**src/rtl/gpio_arb_pkg.sv**
```systemverilog
// Shared types, response codes and the round-robin search used by the
// GPIO register-port arbiter and other shared-resource controllers.
package gpio_arb_pkg;

    typedef enum logic [1:0] {
        IDLE   = 2'd0,
        ACCESS = 2'd1,
        RESP   = 2'd2
    } arb_state_t;

    localparam logic RSP_OK      = 1'b0;
    localparam logic RSP_TIMEOUT = 1'b1;
    localparam int   MAX_REQ     = 8;

    // Returns {found, index}: first set bit of valid_vec at or above ptr, wrapping at num.
    function automatic logic [3:0] rr_pick(input logic [7:0] valid_vec,
                                           input int ptr,
                                           input int num);
        logic [3:0] pick;
        int         j;
        pick = 4'd0;
        for (int k = 0; k < MAX_REQ; k++) begin
            j = ptr + k;
            if (j >= num) begin
                j = j - num;
            end
            if ((k < num) && !pick[3] && valid_vec[j[2:0]]) begin
                pick = {1'b1, j[2:0]};
            end
        end
        return pick;
    endfunction

endpackage

```
**src/rtl/gpio_rr_arbiter.sv**
```systemverilog
// Combinational round-robin arbiter: valid vector plus priority pointer in,
// one-hot grant and its index out.
module gpio_rr_arbiter
    import gpio_arb_pkg::*;
#(
    parameter int NUM_REQ = 2,
    parameter int IDX_W   = $clog2(NUM_REQ)
) (
    input  logic [NUM_REQ-1:0] valid,
    input  logic [IDX_W-1:0]   ptr,
    output logic [NUM_REQ-1:0] grant,
    output logic [IDX_W-1:0]   grant_idx,
    output logic               grant_any
);

    logic [7:0] valid_ext_s;
    logic [3:0] pick_s;

    // Upward search from the pointer; unused upper requester slots read as idle.
    always_comb begin
        valid_ext_s                = 8'd0;
        valid_ext_s[NUM_REQ-1:0]   = valid;
        pick_s                     = rr_pick(valid_ext_s, int'(ptr), NUM_REQ);
        grant_any                  = pick_s[3];
        grant_idx                  = pick_s[IDX_W-1:0];
        for (int i = 0; i < NUM_REQ; i++) begin
            grant[i] = pick_s[3] && (pick_s[2:0] == 3'(i));
        end
    end

endmodule

```
**src/rtl/gpio_reg_arbiter.sv**
```systemverilog
// Shares the GPIO register port among NUM_REQ requesters: round-robin grant,
// strobe sequencing until reg_ack, response routing and stall timeout.
module gpio_reg_arbiter
    import gpio_arb_pkg::*;
#(
    parameter int NUM_REQ    = 2,
    parameter int ADDR_WIDTH = 32,
    parameter int DATA_WIDTH = 32,
    parameter int TIMEOUT    = 16
) (
    input  logic                              clk,
    input  logic                              reset,
    input  logic [NUM_REQ-1:0]                req_valid,
    output logic [NUM_REQ-1:0]                req_ready,
    input  logic [NUM_REQ-1:0]                req_we,
    input  logic [NUM_REQ*ADDR_WIDTH-1:0]     req_addr,
    input  logic [NUM_REQ*DATA_WIDTH-1:0]     req_wdata,
    input  logic [NUM_REQ*DATA_WIDTH/8-1:0]   req_be,
    output logic [NUM_REQ-1:0]                rsp_valid,
    output logic [DATA_WIDTH-1:0]             rsp_rdata,
    output logic                              rsp_err,
    output logic [ADDR_WIDTH-1:0]             reg_addr,
    output logic [DATA_WIDTH-1:0]             reg_wdata,
    output logic [DATA_WIDTH/8-1:0]           reg_be,
    output logic                              reg_we,
    output logic                              reg_re,
    input  logic [DATA_WIDTH-1:0]             reg_rdata,
    input  logic                              reg_ack,
    output logic                              busy,
    output logic [$clog2(NUM_REQ)-1:0]        grant_id
);

    localparam int BE_W  = DATA_WIDTH / 8;
    localparam int IDX_W = $clog2(NUM_REQ);
    localparam int CNT_W = $clog2(TIMEOUT) + 1;

    arb_state_t        state_r;
    logic [IDX_W-1:0]  rr_ptr_r;
    logic [CNT_W-1:0]  tmo_cnt_r;

    logic [NUM_REQ-1:0]    grant_s;
    logic [IDX_W-1:0]      grant_idx_s;
    logic                  grant_any_s;
    logic                  sel_we_s;
    logic [ADDR_WIDTH-1:0] sel_addr_s;
    logic [DATA_WIDTH-1:0] sel_wdata_s;
    logic [BE_W-1:0]       sel_be_s;

    gpio_rr_arbiter #(
        .NUM_REQ (NUM_REQ),
        .IDX_W   (IDX_W)
    ) u_rr (
        .valid     (req_valid),
        .ptr       (rr_ptr_r),
        .grant     (grant_s),
        .grant_idx (grant_idx_s),
        .grant_any (grant_any_s)
    );

    // Accept pulse exists only while IDLE is evaluating a new winner.
    always_comb begin
        if (state_r == IDLE) begin
            req_ready = grant_s;
        end else begin
            req_ready = '0;
        end
    end

    // Winner's payload slice, captured on the grant edge.
    always_comb begin
        sel_we_s    = req_we[grant_idx_s];
        sel_addr_s  = req_addr[grant_idx_s*ADDR_WIDTH +: ADDR_WIDTH];
        sel_wdata_s = req_wdata[grant_idx_s*DATA_WIDTH +: DATA_WIDTH];
        sel_be_s    = req_be[grant_idx_s*BE_W +: BE_W];
    end

    assign busy = (state_r != IDLE);

    // Access sequencer: grant, hold strobe until ack or timeout, then one response pulse.
    always_ff @(posedge clk) begin
        if (reset) begin
            state_r   <= IDLE;
            rr_ptr_r  <= '0;
            tmo_cnt_r <= '0;
            grant_id  <= '0;
            reg_addr  <= '0;
            reg_wdata <= '0;
            reg_be    <= '0;
            reg_we    <= 1'b0;
            reg_re    <= 1'b0;
            rsp_valid <= '0;
            rsp_rdata <= '0;
            rsp_err   <= 1'b0;
        end else begin
            case (state_r)
                IDLE: begin
                    if (grant_any_s) begin
                        grant_id  <= grant_idx_s;
                        reg_addr  <= sel_addr_s;
                        reg_wdata <= sel_wdata_s;
                        reg_be    <= sel_be_s;
                        reg_we    <= sel_we_s;
                        reg_re    <= !sel_we_s;
                        tmo_cnt_r <= '0;
                        state_r   <= ACCESS;
                    end
                end
                ACCESS: begin
                    if (reg_ack) begin
                        rsp_rdata <= reg_we ? '0 : reg_rdata;
                        rsp_err   <= RSP_OK;
                        rsp_valid <= NUM_REQ'(1) << grant_id;
                        reg_we    <= 1'b0;
                        reg_re    <= 1'b0;
                        state_r   <= RESP;
                    end else if (tmo_cnt_r == CNT_W'(TIMEOUT - 1)) begin
                        rsp_rdata <= '0;
                        rsp_err   <= RSP_TIMEOUT;
                        rsp_valid <= NUM_REQ'(1) << grant_id;
                        reg_we    <= 1'b0;
                        reg_re    <= 1'b0;
                        state_r   <= RESP;
                    end else begin
                        tmo_cnt_r <= tmo_cnt_r + CNT_W'(1);
                    end
                end
                RESP: begin
                    rsp_valid <= '0;
                    // Winner drops to lowest priority for the next round.
                    if (grant_id == IDX_W'(NUM_REQ - 1)) begin
                        rr_ptr_r <= '0;
                    end else begin
                        rr_ptr_r <= grant_id + IDX_W'(1);
                    end
                    state_r <= IDLE;
                end
                default: begin
                    reg_we    <= 1'b0;
                    reg_re    <= 1'b0;
                    rsp_valid <= '0;
                    state_r   <= IDLE;
                end
            endcase
        end
    end

endmodule
```
**config.mk**
```make
export PLATFORM = sky130hd
export DESIGN_NAME = gpio_reg_arbiter
export DESIGN_NICKNAME = d
export VERILOG_FILES = /design/src/rtl/gpio_arb_pkg.sv /design/src/rtl/gpio_rr_arbiter.sv /design/src/rtl/gpio_reg_arbiter.sv
export SDC_FILE = /design/constraint.sdc
export NUM_CORES = 1
export LEC_CHECK = 0
export ABC_AREA = 1
export CAP_MARGIN = 20
export CORE_ASPECT_RATIO = 0.8
export CORE_MARGIN = 3
export CORE_UTILIZATION = 39
export CTS_CLUSTER_DIAMETER = 40
export CTS_CLUSTER_SIZE = 20
export DETAILED_ROUTE_END_ITERATION = 10
export PLACE_DENSITY_LB_ADDON = 0.08
export SLEW_MARGIN = 10
export SYNTH_ARGS = -nofsm -noshare
export SYNTH_HDL_FRONTEND = slang
export SYNTH_SLANG_ARGS = --single-unit
export TNS_END_PERCENT = 1
```
**constraint.sdc**
```tcl
create_clock -name clk -period 2.3 [get_ports clk]
set_clock_uncertainty 0.05 [all_clocks]
set_input_delay 0.46 -clock clk [delete_from_list [all_inputs] [get_ports clk]]
set_output_delay 0.46 -clock clk [all_outputs]
set_load 0.01 [all_outputs]
```
==> qor.txt <==
fin worst setup slack - 0.177 ns
WL met2 - 8110 µm
largest net degree at the start of global routing - 88
Core Region - 13000 µm²
row count - 37
vias in the first global route - 5296
critical path's slowest cell - clkdlybuf4s50_1
Worst-path clk slew - 0.06 ns
most used cell, CP - inv_1
Post-Synth Adder-Cell Area - 0.477%
met1 WL - 7380 µm
GRT Util Overall - 22.2%
Fin Setup TNS - 0 ns
Fmax achieved - 471 MHz
max_cap viols - 0
Nets - 1212
IO Port Bufs - 283
status - finished, final reports clean
XOR/XNOR Fraction of Synth Area - 0%
synth cell count leaders - nand2_1, nand3_1, dfxtp_1
reg-to-reg setup timing slack - 0.26 ns
Post-CTS Hold Buffers - 0
syn_area_per_cell - 6.78 µm²
Post-DRT Antenna Nets - 0
Pwr Density - 744 nW/µm²
largest cells by area after synthesis - dfxtp_1, nand2_1, nand3_1
P_int - 0.00489 W
VDD IR max - 514 µV
Lkg Pwr - 4.00 nW
multiplexer share of the synthesized area - 0%
via count - 5824
minimum clock period - 2.12 ns
Max-slew headroom - 42.2%
Worst Path Buf+Inv - 4
pins over their slew limit - 0
hold_ws - 0.402 ns
DRT Pass-1 Iters - 4
DR DRC count - 0
first-pass GRT wire length - 26600 µm
Synth Area in Simple Gates - 39.4%
CP max stage delay - 0.52 ns
Setup Viol. Count Final - 0
post-CTS setup buffer count - 0
gpl congestion - 0.784
Hold Fails Final Rpt - 0
delay-heaviest family, CP - buffers and inverters
sequential cell area fraction in the yosys report - 43.5%
io pins - 284
register area - 2280 µm²
multi-input logic area - 2370 µm²
synth unique cells - 23
combinational share of power - 20.6%
initial DRC count - 312
Util after Layout - 68.1%
Worst EP required - 1.79 ns
Critical Path, Cell by Cell - clkdlybuf4s50_1, inv_1, a21oi_4, nand2_1, inv_1, dlygate4sd2_1
cell count after synthesis - 775
final WL - 17500 µm
Post-DP HPWL - 11900 µm
Worst Hold Class - reg2reg
Initial Utilization - 40.4%
clk_lat worst skew - 0.40 ns
CTS Sinks - 114
Place WS - -0.0762 ns
largest family of logic cells by synthesized area - simple AND/OR/NAND/NOR gates
GRT Residual Overflow - 0
Top Layer Used - met5
worst-path fanout max - 3
P_sw - 0.00170 W
Fillers - 1137
wire per inst - 14.3 µm
DIE WIDTH - 136 µm
Synth Cell Area - 5250 µm²
count leader, synth - nand2_1
layout cell share with drive strength beyond 1 - 5.92%
Worst Tran Pin Value - 0.868 ns
TritonCTS clock tree - done
Compound-Gate Fraction of Synth Area - 5.17%
CP Class - in2out
Clk network pwr share - 45.9%
final worst-path cycle share - 92.3%
routed vias/inst - 4.77
htree depth - 4
met3 wire len - 1670 µm
area of the die - 14900 µm²
RSZ-0062 raised after global routing - false
number of antenna violations at the first check in global routing - 1
WP data arrival - 1.61 ns
synthesized net count - 952
Die H - 110 µm
cell taking the most area after synthesis - dfxtp_1
synth warn - 0
Area Growth Syn to Fin - 68.7%
async set-reset flop share out of synthesis - 0%
Worst Setup End Kind - output pin
CTS max path bufs - 2
Synth Register Bits - 114
Seq pwr share - 33.5%
diode count - 0
startpoint types - input pin
Synth Flop Type - dfxtp_1
EDFF count, synth - 0
clock root buffer - clkbuf_16
cts bufs inserted - 17
share of the synthesized area in the top cell type - 43.5%
Net Sw Frac - 25.8%
power by group through the flow:
stage,sequential [W],clock [W],combinational (W)
finish,0.00221,0.00303,0.00136
floorplan,0.00231,0,0.000564
global placement,0.00224,0,0.00137
detailed placement,0.00225,0,0.00137
CTS,0.00221,0.00309,0.00138
global route,0.00223,0.00319,0.00150
final timing paths:
path	startpoint	endpoint	cells after the start
setup / recovery	req_valid[0]	req_ready[0]	6
hold / removal	reg_addr[30]	reg_addr[30]	2
setup reg to reg	tmo_cnt_r[0]	rsp_rdata[8]	9
hold reg to reg	reg_addr[30]	reg_addr[30]	2
flip-flops by register name (all words and copies together) (netlist names):
signal,flops
reg_re,1
rr_ptr_r,1
reg_wdata,32
rsp_rdata,32
rsp_valid,2
tmo_cnt_r,5
state_r,2
reg_be,4
reg_we,1
grant_id,1
rsp_err,1
reg_addr,32
metrics by stage:
stage                     total power [W]  instance area (µm²)  cells
after detailed placement          0.00362                 8190   1191
final                             0.00659                 8860   1222
after global routing              0.00691                 8860   1222
after global placement            0.00361                 8190   1191
after CTS                         0.00667                 8860   1222
after floorplan                   0.00288                 5250    775
worst reg2reg max path, cell delays in order (launching register included):
cell	delay (ns)
dfxtp_1	0.37
ha_1	0.19
nand2_1	0.08
nor2_1	0.13
ha_1	0.16
nor2_1	0.05
nor2_2	0.18
clkinv_2	0.42
nand2_1	0.19
a21oi_1	0.08
logic make-up after synthesis:
| logic type | Yosys count |
|---|---|
| AND/OR/NAND/NOR | 466 |
| buffers and inverters | 143 |
| flip-flops | 114 |
| AO/OA/AOI/OAI | 50 |
| adder cells (fa/ha/maj) | 2 |
cells in the final DEF (no fill, tap or decap):
cell type / n
buf_2: 2
buf_12: 5
nor2_1: 43
ha_1: 2
nor2_2: 1
nor3_4: 1
clkbuf_16: 17
o211ai_1: 3
o21ai_0: 3
a21oi_1: 42
a22oi_1: 1
buf_4: 9
nor2_4: 1
dfxtp_1: 114
clkdlybuf4s50_1: 279
inv_1: 81
clkinv_4: 4
and3_1: 1
nand3_1: 125
bufinv_16: 6
nand2_1: 238
a21oi_4: 1
inv_2: 5
nand2_2: 5
inv_6: 4
nand4_1: 51
clkinv_2: 1
dlygate4sd2_1: 2
timing repair:
action,4_1_cts,5_1_grt
gates resized for setup,2,0
hold endpoints to repair,0,0
setup endpoints to repair,2,0
cell type report:
type | instances | area share [%]
Sequential cell | 114 | 25.8
Timing Repair Buffer | 297 | 33.7
Clock buffer | 17 | 4.80
Tap cell | 175 | 2.47
Multi-Input combinational cell | 518 | 26.7
Clock inverter | 14 | 2.82
Inverter | 87 | 3.70
per-layer routing:
layer | up-vias | track usage [%]
met5 | - | 0
met4 | 2 | 7.99
met3 | 26 | 9.06
met2 | 202 | 35.9
met1 | 2581 | 26.8
li1 | 3013 | -
Note: power is estimated with default switching activity, not from simulation.
